==> config.mk <==
export PLATFORM = sky130hd
export DESIGN_NAME = tlk2711_axil_reg_bridge_flat
export DESIGN_NICKNAME = d
export VERILOG_FILES = /design/src/rtl/tlk2711_bridge_pkg.sv /design/src/rtl/tlk2711_axil_reg_bridge_if.sv /design/src/rtl/tlk2711_bridge_wstage.sv /design/src/rtl/tlk2711_axil_reg_bridge.sv /design/src/flat_wrapper.sv
export SDC_FILE = /design/constraint.sdc
export NUM_CORES = 1
export LEC_CHECK = 0
export CORE_MARGIN = 5
export CORE_UTILIZATION = 47
export DETAILED_ROUTE_END_ITERATION = 12
export PLACE_DENSITY = 0.8
export SETUP_SLACK_MARGIN = 0.02
export SLEW_MARGIN = 15
export SYNTH_ARGS = -nofsm -noshare
export SYNTH_HDL_FRONTEND = slang
export SYNTH_SLANG_ARGS = --single-unit
==> constraint.sdc <==
create_clock -name clk -period 1.7 [get_ports clk]
set_input_delay 0.34 -clock clk [delete_from_list [all_inputs] [get_ports clk]]
set_output_delay 0.34 -clock clk [all_outputs]
set_load 0.01 [all_outputs]
==> src/rtl/tlk2711_bridge_pkg.sv <==
// Shared types and constants for the AXI4-Lite to tlk2711 64-bit register bridge.
// Register offsets are the 64-bit register map of tlk2711_top.
package tlk2711_bridge_pkg;

   typedef enum logic [1:0] {
      WR_IDLE = 2'd0,
      WR_EXEC = 2'd1,
      WR_RESP = 2'd2
   } wr_state_e;

   typedef enum logic [1:0] {
      RD_IDLE = 2'd0,
      RD_WAIT = 2'd1,
      RD_RESP = 2'd2
   } rd_state_e;

   localparam logic [1:0]  RESP_OKAY    = 2'b00;
   localparam int unsigned WORD_SEL_BIT = 2;

   localparam logic [15:0] REG_TX_ENA    = 16'h0008;
   localparam logic [15:0] REG_RX_ENA    = 16'h0010;
   localparam logic [15:0] REG_TX_BASE   = 16'h0020;
   localparam logic [15:0] REG_TX_PACKET = 16'h0030;
   localparam logic [15:0] REG_RX_BASE   = 16'h0040;
   localparam logic [15:0] REG_RX_CTRL   = 16'h0048;
   localparam logic [15:0] REG_RX_STATUS = 16'h0050;
   localparam logic [15:0] REG_RX_CTRL2  = 16'h0058;
   localparam logic [15:0] REG_IRQ       = 16'h0060;
   localparam logic [15:0] REG_IRQ_CTRL  = 16'h0068;

   function automatic logic [31:0] byte_merge(input logic [31:0] old_word,
                                              input logic [31:0] new_word,
                                              input logic [3:0]  strb);
      logic [31:0] res;
      for (int b = 0; b < 4; b++) begin
         res[8*b +: 8] = strb[b] ? new_word[8*b +: 8] : old_word[8*b +: 8];
      end
      return res;
   endfunction

endpackage

==> src/rtl/tlk2711_axil_reg_bridge_if.sv <==
// AXI4-Lite bus (32-bit data) between the PS master port and the register bridge.
interface tlk2711_axil_reg_bridge_if #(
   parameter int unsigned AXI_ADDR_WIDTH = 16
);
   logic [AXI_ADDR_WIDTH-1:0] awaddr;
   logic                      awvalid;
   logic                      awready;
   logic [31:0]               wdata;
   logic [3:0]                wstrb;
   logic                      wvalid;
   logic                      wready;
   logic [1:0]                bresp;
   logic                      bvalid;
   logic                      bready;
   logic [AXI_ADDR_WIDTH-1:0] araddr;
   logic                      arvalid;
   logic                      arready;
   logic [31:0]               rdata;
   logic [1:0]                rresp;
   logic                      rvalid;
   logic                      rready;

   modport master (
      output awaddr, awvalid, wdata, wstrb, wvalid, bready, araddr, arvalid, rready,
      input  awready, wready, bresp, bvalid, arready, rdata, rresp, rvalid
   );

   modport slave (
      input  awaddr, awvalid, wdata, wstrb, wvalid, bready, araddr, arvalid, rready,
      output awready, wready, bresp, bvalid, arready, rdata, rresp, rvalid
   );
endinterface

==> src/rtl/tlk2711_bridge_wstage.sv <==
// AW/W capture and the low/high shadow words that assemble a 64-bit register write.
// Shadows persist across commits so a lone high-word write reuses the last low word.
module tlk2711_bridge_wstage
   import tlk2711_bridge_pkg::*;
#(
   parameter int unsigned AXI_ADDR_WIDTH = 16,
   parameter int unsigned REG_ADDR_WIDTH = 16
) (
   input  logic                      clk,
   input  logic                      rst,
   input  logic                      aw_fire,
   input  logic [AXI_ADDR_WIDTH-1:0] awaddr,
   input  logic                      w_fire,
   input  logic [31:0]               wdata,
   input  logic [3:0]                wstrb,
   input  logic                      commit,
   output logic                      aw_held,
   output logic                      w_held,
   output logic                      word_sel,
   output logic [REG_ADDR_WIDTH-1:0] reg_addr,
   output logic [63:0]               reg_wdata
);

   logic [REG_ADDR_WIDTH-1:0] addr_q;
   logic                      word_q;
   logic [31:0]               data_q;
   logic [3:0]                strb_q;
   logic                      aw_held_q, w_held_q;
   logic [31:0]               shadow_lo_q, shadow_hi_q;
   logic [31:0]               merged;
   logic                      unused_awaddr;

   always_ff @(posedge clk) begin
      if (rst) begin
         addr_q      <= '0;
         word_q      <= 1'b0;
         data_q      <= '0;
         strb_q      <= '0;
         aw_held_q   <= 1'b0;
         w_held_q    <= 1'b0;
         shadow_lo_q <= '0;
         shadow_hi_q <= '0;
      end else begin
         if (aw_fire) begin
            addr_q    <= {awaddr[REG_ADDR_WIDTH-1:3], 3'b000};
            word_q    <= awaddr[WORD_SEL_BIT];
            aw_held_q <= 1'b1;
         end
         if (w_fire) begin
            data_q   <= wdata;
            strb_q   <= wstrb;
            w_held_q <= 1'b1;
         end
         if (commit) begin
            aw_held_q <= 1'b0;
            w_held_q  <= 1'b0;
            if (word_q) shadow_hi_q <= merged;
            else        shadow_lo_q <= merged;
         end
      end
   end

   assign merged        = byte_merge(word_q ? shadow_hi_q : shadow_lo_q, data_q, strb_q);
   assign aw_held       = aw_held_q;
   assign w_held        = w_held_q;
   assign word_sel      = word_q;
   assign reg_addr      = addr_q;
   assign reg_wdata     = {merged, shadow_lo_q};
   assign unused_awaddr = ^awaddr;

endmodule

==> src/rtl/tlk2711_axil_reg_bridge.sv <==
// AXI4-Lite slave driving the 64-bit tlk2711_top register port: high-word writes commit,
// low-word reads sample all 64 bits and park the upper half for the following high read.
module tlk2711_axil_reg_bridge
   import tlk2711_bridge_pkg::*;
#(
   parameter int unsigned AXI_ADDR_WIDTH = 16,
   parameter int unsigned REG_ADDR_WIDTH = 16,
   parameter int unsigned RD_LATENCY     = 1
) (
   input  logic                      clk,
   input  logic                      rst,
   tlk2711_axil_reg_bridge_if.slave  s_axi,
   output logic                      o_reg_wen,
   output logic [REG_ADDR_WIDTH-1:0] o_reg_waddr,
   output logic [63:0]               o_reg_wdata,
   output logic                      o_reg_ren,
   output logic [REG_ADDR_WIDTH-1:0] o_reg_raddr,
   input  logic [63:0]               i_reg_rdata
);

   wr_state_e wr_q, wr_d;
   rd_state_e rd_q, rd_d;
   logic      ready_en_q;
   logic      aw_fire, w_fire, aw_held, w_held, word_sel;
   logic      ar_fire, ar_word, rd_capture;
   logic [1:0]                lat_cnt_q;
   logic                      ren_q;
   logic [REG_ADDR_WIDTH-1:0] raddr_q;
   logic [31:0]               rdata_q, hi_latch_q;
   logic                      unused_araddr;

   // Readies stay low during reset and rise one cycle after it releases.
   always_ff @(posedge clk) begin
      if (rst) ready_en_q <= 1'b0;
      else     ready_en_q <= 1'b1;
   end

   // ---------------- write path ----------------
   assign s_axi.awready = ready_en_q && (wr_q == WR_IDLE) && !aw_held;
   assign s_axi.wready  = ready_en_q && (wr_q == WR_IDLE) && !w_held;
   assign aw_fire       = s_axi.awvalid && s_axi.awready;
   assign w_fire        = s_axi.wvalid && s_axi.wready;

   tlk2711_bridge_wstage #(
      .AXI_ADDR_WIDTH(AXI_ADDR_WIDTH),
      .REG_ADDR_WIDTH(REG_ADDR_WIDTH)
   ) u_wstage (
      .clk      (clk),
      .rst      (rst),
      .aw_fire  (aw_fire),
      .awaddr   (s_axi.awaddr),
      .w_fire   (w_fire),
      .wdata    (s_axi.wdata),
      .wstrb    (s_axi.wstrb),
      .commit   (wr_q == WR_EXEC),
      .aw_held  (aw_held),
      .w_held   (w_held),
      .word_sel (word_sel),
      .reg_addr (o_reg_waddr),
      .reg_wdata(o_reg_wdata)
   );

   always_ff @(posedge clk) begin
      if (rst) wr_q <= WR_IDLE;
      else     wr_q <= wr_d;
   end

   always_comb begin
      wr_d = wr_q;
      unique case (wr_q)
         WR_IDLE: if ((aw_held || aw_fire) && (w_held || w_fire)) wr_d = WR_EXEC;
         WR_EXEC: wr_d = WR_RESP;
         WR_RESP: if (s_axi.bready) wr_d = WR_IDLE;
         default: wr_d = WR_IDLE;
      endcase
   end

   assign o_reg_wen    = (wr_q == WR_EXEC) && word_sel;
   assign s_axi.bvalid = (wr_q == WR_RESP);
   assign s_axi.bresp  = RESP_OKAY;

   // ---------------- read path ----------------
   assign s_axi.arready = ready_en_q && (rd_q == RD_IDLE);
   assign ar_fire       = s_axi.arvalid && s_axi.arready;
   assign ar_word       = s_axi.araddr[WORD_SEL_BIT];
   assign rd_capture    = (rd_q == RD_WAIT) && (lat_cnt_q == 2'(RD_LATENCY));
   assign unused_araddr = ^s_axi.araddr;

   always_comb begin
      rd_d = rd_q;
      unique case (rd_q)
         RD_IDLE: if (ar_fire) rd_d = ar_word ? RD_RESP : RD_WAIT;
         RD_WAIT: if (rd_capture) rd_d = RD_RESP;
         RD_RESP: if (s_axi.rready) rd_d = RD_IDLE;
         default: rd_d = RD_IDLE;
      endcase
   end

   always_ff @(posedge clk) begin
      if (rst) begin
         rd_q       <= RD_IDLE;
         lat_cnt_q  <= '0;
         ren_q      <= 1'b0;
         raddr_q    <= '0;
         rdata_q    <= '0;
         hi_latch_q <= '0;
      end else begin
         rd_q      <= rd_d;
         ren_q     <= ar_fire && !ar_word;
         lat_cnt_q <= (rd_q == RD_WAIT) ? lat_cnt_q + 2'd1 : 2'd0;
         if (ar_fire && !ar_word) raddr_q <= {s_axi.araddr[REG_ADDR_WIDTH-1:3], 3'b000};
         if (ar_fire && ar_word)  rdata_q <= hi_latch_q;
         if (rd_capture) begin
            rdata_q    <= i_reg_rdata[31:0];
            hi_latch_q <= i_reg_rdata[63:32];
         end
      end
   end

   assign o_reg_ren    = ren_q;
   assign o_reg_raddr  = raddr_q;
   assign s_axi.rvalid = (rd_q == RD_RESP);
   assign s_axi.rresp  = RESP_OKAY;
   assign s_axi.rdata  = rdata_q;

endmodule
==> src/flat_wrapper.sv <==
// flat-port wrapper written by rule: the top's interface ports become plain ports
module tlk2711_axil_reg_bridge_flat import tlk2711_bridge_pkg::*;
#(
   parameter int unsigned AXI_ADDR_WIDTH = 16,
   parameter int unsigned REG_ADDR_WIDTH = 16,
   parameter int unsigned RD_LATENCY     = 1
)
  (clk, rst, o_reg_wen, o_reg_waddr, o_reg_wdata, o_reg_ren, o_reg_raddr, i_reg_rdata, s_axi_awaddr, s_axi_awvalid, s_axi_wdata, s_axi_wstrb, s_axi_wvalid, s_axi_bready, s_axi_araddr, s_axi_arvalid, s_axi_rready, s_axi_awready, s_axi_wready, s_axi_bresp, s_axi_bvalid, s_axi_arready, s_axi_rdata, s_axi_rresp, s_axi_rvalid);
  tlk2711_axil_reg_bridge_if #(.AXI_ADDR_WIDTH(AXI_ADDR_WIDTH)) s_axi_i ();
  input  logic clk;
  input  logic rst;
  output logic o_reg_wen;
  output logic [REG_ADDR_WIDTH-1:0] o_reg_waddr;
  output logic [63:0] o_reg_wdata;
  output logic o_reg_ren;
  output logic [REG_ADDR_WIDTH-1:0] o_reg_raddr;
  input  logic [63:0] i_reg_rdata;
  input wire logic [$bits(s_axi_i.awaddr)-1:0] s_axi_awaddr;
  input wire logic [$bits(s_axi_i.awvalid)-1:0] s_axi_awvalid;
  input wire logic [$bits(s_axi_i.wdata)-1:0] s_axi_wdata;
  input wire logic [$bits(s_axi_i.wstrb)-1:0] s_axi_wstrb;
  input wire logic [$bits(s_axi_i.wvalid)-1:0] s_axi_wvalid;
  input wire logic [$bits(s_axi_i.bready)-1:0] s_axi_bready;
  input wire logic [$bits(s_axi_i.araddr)-1:0] s_axi_araddr;
  input wire logic [$bits(s_axi_i.arvalid)-1:0] s_axi_arvalid;
  input wire logic [$bits(s_axi_i.rready)-1:0] s_axi_rready;
  output wire logic [$bits(s_axi_i.awready)-1:0] s_axi_awready;
  output wire logic [$bits(s_axi_i.wready)-1:0] s_axi_wready;
  output wire logic [$bits(s_axi_i.bresp)-1:0] s_axi_bresp;
  output wire logic [$bits(s_axi_i.bvalid)-1:0] s_axi_bvalid;
  output wire logic [$bits(s_axi_i.arready)-1:0] s_axi_arready;
  output wire logic [$bits(s_axi_i.rdata)-1:0] s_axi_rdata;
  output wire logic [$bits(s_axi_i.rresp)-1:0] s_axi_rresp;
  output wire logic [$bits(s_axi_i.rvalid)-1:0] s_axi_rvalid;
  assign s_axi_i.awaddr = s_axi_awaddr;
  assign s_axi_i.awvalid = s_axi_awvalid;
  assign s_axi_i.wdata = s_axi_wdata;
  assign s_axi_i.wstrb = s_axi_wstrb;
  assign s_axi_i.wvalid = s_axi_wvalid;
  assign s_axi_i.bready = s_axi_bready;
  assign s_axi_i.araddr = s_axi_araddr;
  assign s_axi_i.arvalid = s_axi_arvalid;
  assign s_axi_i.rready = s_axi_rready;
  assign s_axi_awready = s_axi_i.awready;
  assign s_axi_wready = s_axi_i.wready;
  assign s_axi_bresp = s_axi_i.bresp;
  assign s_axi_bvalid = s_axi_i.bvalid;
  assign s_axi_arready = s_axi_i.arready;
  assign s_axi_rdata = s_axi_i.rdata;
  assign s_axi_rresp = s_axi_i.rresp;
  assign s_axi_rvalid = s_axi_i.rvalid;
  tlk2711_axil_reg_bridge #(.AXI_ADDR_WIDTH(AXI_ADDR_WIDTH), .REG_ADDR_WIDTH(REG_ADDR_WIDTH), .RD_LATENCY(RD_LATENCY)) u_core (.clk(clk), .rst(rst), .s_axi(s_axi_i), .o_reg_wen(o_reg_wen), .o_reg_waddr(o_reg_waddr), .o_reg_wdata(o_reg_wdata), .o_reg_ren(o_reg_ren), .o_reg_raddr(o_reg_raddr), .i_reg_rdata(i_reg_rdata));
endmodule
==> flow_summary.json <==
{
  "status": "finished with violations",
  "violations": "setup timing",
  "hold_class": "in2reg",
  "hp-start": "rst",
  "ys_seq_area_share_pct": 44.43,
  "clock-root-buffer": "clkbuf_16",
  "critPathLaunchType": "flip-flop",
  "rows": 50,
  "clock-sinks": 201,
  "via_count": 9095,
  "cts_hold_buf": 0,
  "placedCellCount": 1548,
  "yosysWarnings": 0,
  "drt.antenna.violating_nets": 0,
  "wl_per_cell_um": 18.00,
  "synth_seq_cells": 201,
  "dp_hpwl_um": 19030,
  "cts.clk_slew.worst_paths_ns": 0.06,
  "power_density_nw_per_um2": 858.1,
  "pre_cts_ws_ns": -0.1639,
  "syn_to_final_growth_pct": 44.81,
  "finalNonFillerCells": 1616,
  "cp.arrival_ns": 1.72,
  "die_h_um": 148.8,
  "synth-async-reset-ratio_pct": 0,
  "ir_worst_vdd_v": 0.0007172,
  "nets": 1480,
  "numCtsBuffers": 22,
  "post-route-cell-area_sq_um": 13120,
  "tightest_slew_ns": 0.6924,
  "reg2reg_from": "u_core.lat_cnt_q[1]",
  "grt_pass1_vias": 8877,
  "cts_max_level": 1,
  "rsz0062_at_grt": "yes",
  "cts_tree": "built",
  "grt_antenna_before_repair": 1,
  "syn_inst": 1065,
  "initial_core_util_pct": 48.10,
  "layout_common_cells": "dfxtp_1 (197), a21oi_1 (162), nand2_1 (161)",
  "fin_crit_ns": 2.065,
  "synth_edf_count": 0,
  "gp_congestion": 0.8261,
  "fmax_mhz": 484.3,
  "synthFlopType": "dfxtp_1",
  "overflow": 0,
  "finalMaxSlewViolations": 0,
  "port_buffers": 263,
  "crit_path_max_fanout": 6,
  "hold_viol_final": 0,
  "clock_latency_ns": 0.50,
  "syn-mean-instance-area_sq_um": 8.505,
  "drive_above_1_share_pct": 15.94,
  "crit_required_ns": 1.36,
  "whs_endpoint": "u_core.hi_latch_q[12]",
  "io_pins": 278,
  "dieArea_sq_um": 22150,
  "cp-end-kind": "primary output",
  "rr_endpoint": "u_core.s_axi.rdata[9]",
  "grt_usage_pct": 24.74,
  "syn_area_sq_um": 9057,
  "synth.distinct_cells": 37,
  "wirelength_um": 29090,
  "grt_max_degree": 68,
  "worst-setup-path-type": "reg2out",
  "core_sq_um": 18830,
  "dr.pass1.iters": 5,
  "finClkSkew_ns": 0.02126,
  "vias_per_cell": 5.628,
  "slew_headroom_pct": 53.84,
  "reg2reg_slack_ns": 0.11,
  "dr.first_iter.drc_count": 585,
  "setup_ws_ns": -0.3649,
  "fin_crit_sh_pct": 121.5,
  "cap_violations": 0,
  "clock_path_buffers": 3,
  "layout_commonest_cell": "dfxtp_1",
  "worstHoldPathCells": 2,
  "setup_viol": 35,
  "place_area_sq_um": 12260,
  "die_w_um": 148.8,
  "p_leak_uw": 0.004869,
  "post-route-drc-count": 0,
  "grt_pass1_wl_um": 45270,
  "rr_worst_depth": 6
}
==> cells in the mapped netlist (all sizes together) (2+ instances only) <==
library cell | count | share of area [%]
nand2 | 162 | 6.7
nor2b | 5 | 0.35
dfxtp | 201 | 44
buf | 50 | 3.7
nor3b | 2 | 0.22
nor2 | 36 | 1.5
nor3 | 6 | 0.33
or3b | 2 | 0.19
inv | 6 | 0.25
o2111ai | 64 | 6.2
clkbuf | 67 | 2.8
a221oi | 32 | 5.0
a21oi | 163 | 9.0
nand2b | 34 | 2.3
nand3b | 2 | 0.17
mux2i | 64 | 7.1
nand3 | 63 | 3.5
o21ai | 95 | 5.2
==> sequential cells by signal, indices dropped and copies added (netlist names), 2 cells and up <==
| signal | count |
|---|---|
| u_core.hi_latch_q | 32 |
| u_core.lat_cnt_q | 2 |
| u_core.o_reg_raddr | 13 |
| u_core.rd_q | 2 |
| u_core.s_axi.rdata | 32 |
| u_core.u_wstage.data_q | 32 |
| u_core.u_wstage.reg_addr | 13 |
| u_core.u_wstage.shadow_hi_q | 32 |
| u_core.u_wstage.shadow_lo_q | 32 |
| u_core.u_wstage.strb_q | 4 |
| u_core.wr_q | 2 |
==> worst max path at each step <==
| stage | endpoint | slack, ns | start |
|---|---|---|---|
| after detailed placement | o_reg_wdata[51] | -0.16 | u_core.u_wstage.word_sel |
| final | o_reg_wdata[39] | -0.36 | u_core.u_wstage.word_sel |
| after floorplan | o_reg_wdata[38] | 0.09 | u_core.u_wstage.word_sel |
| after global routing | o_reg_wdata[39] | -0.38 | u_core.u_wstage.word_sel |
| after CTS | o_reg_wdata[36] | -0.35 | u_core.u_wstage.word_sel |
| after global placement | o_reg_wdata[51] | -0.16 | u_core.u_wstage.word_sel |
==> critical path, stage by stage, from the launching register on <==
cell and delay (ns):
dfxtp_4 0.39, buf_4 0.15, clkbuf_16 0.14, buf_4 0.13, mux2i_1 0.11, o21ai_1 0.14, buf_2 0.16
==> power by group <==
group	switching, uW	internal (uW)
Combinational	757	761
Clock	1890	2910
Sequential	84.0	4850
==> cells by family after synthesis <==
group / count (synthesis) / share of synthesized area [%]
and+or+nand+nor: 319 / 15.98
adders and majority gates: 1 / 0.1381
buffers and inverters: 123 / 6.714
muxes: 64 / 7.073
other: 1 / 0.04140
AOI/OAI and AO/OA: 356 / 25.63
DFF: 201 / 44.43
==> routing by layer <==
layer  global-route usage (%)  part of all wire (%)  up-vias
met5                        0                     0        -
met1                    30.52                    40     4299
met4                    11.08                   4.3        0
li1                         -                     -     4372
met2                    42.28                    49      344
met3                    4.436                   6.8       80
==> through the flow <==
stage	setup TNS (ns)	hold slack (ns)	power, uW	utilization [%]
after floorplan	0	0.4071	5679	-
after global placement	-3.058	0.4163	6484	65.10
after detailed placement	-4.144	0.4263	6505	65.10
after CTS	-6.999	0.1840	11280	68.58
after global routing	-9.341	0.1983	11710	69.65
final	-7.341	0.2008	11260	69.65
==> area by class of cell <==
type	instances	area [sq um]
Fill cell	1515	5714
Multi-Input combinational cell	750	4516
Sequential cell	201	4031
Timing Repair Buffer	359	3481
Clock buffer	33	683.2
Tap cell	260	325.3
Clock inverter	6	55.05
Inverter	6	22.52
Antenna cell	1	2.502
==> what timing repair did <==
item,4_1_cts,5_1_grt
gates cloned,3,2
pin swaps,3,8
setup buffers,9,15
endpoints found under the setup margin,129,53
resized for setup,279,29
endpoints found under the hold margin,0,0
(Power assumes the default switching activity.)
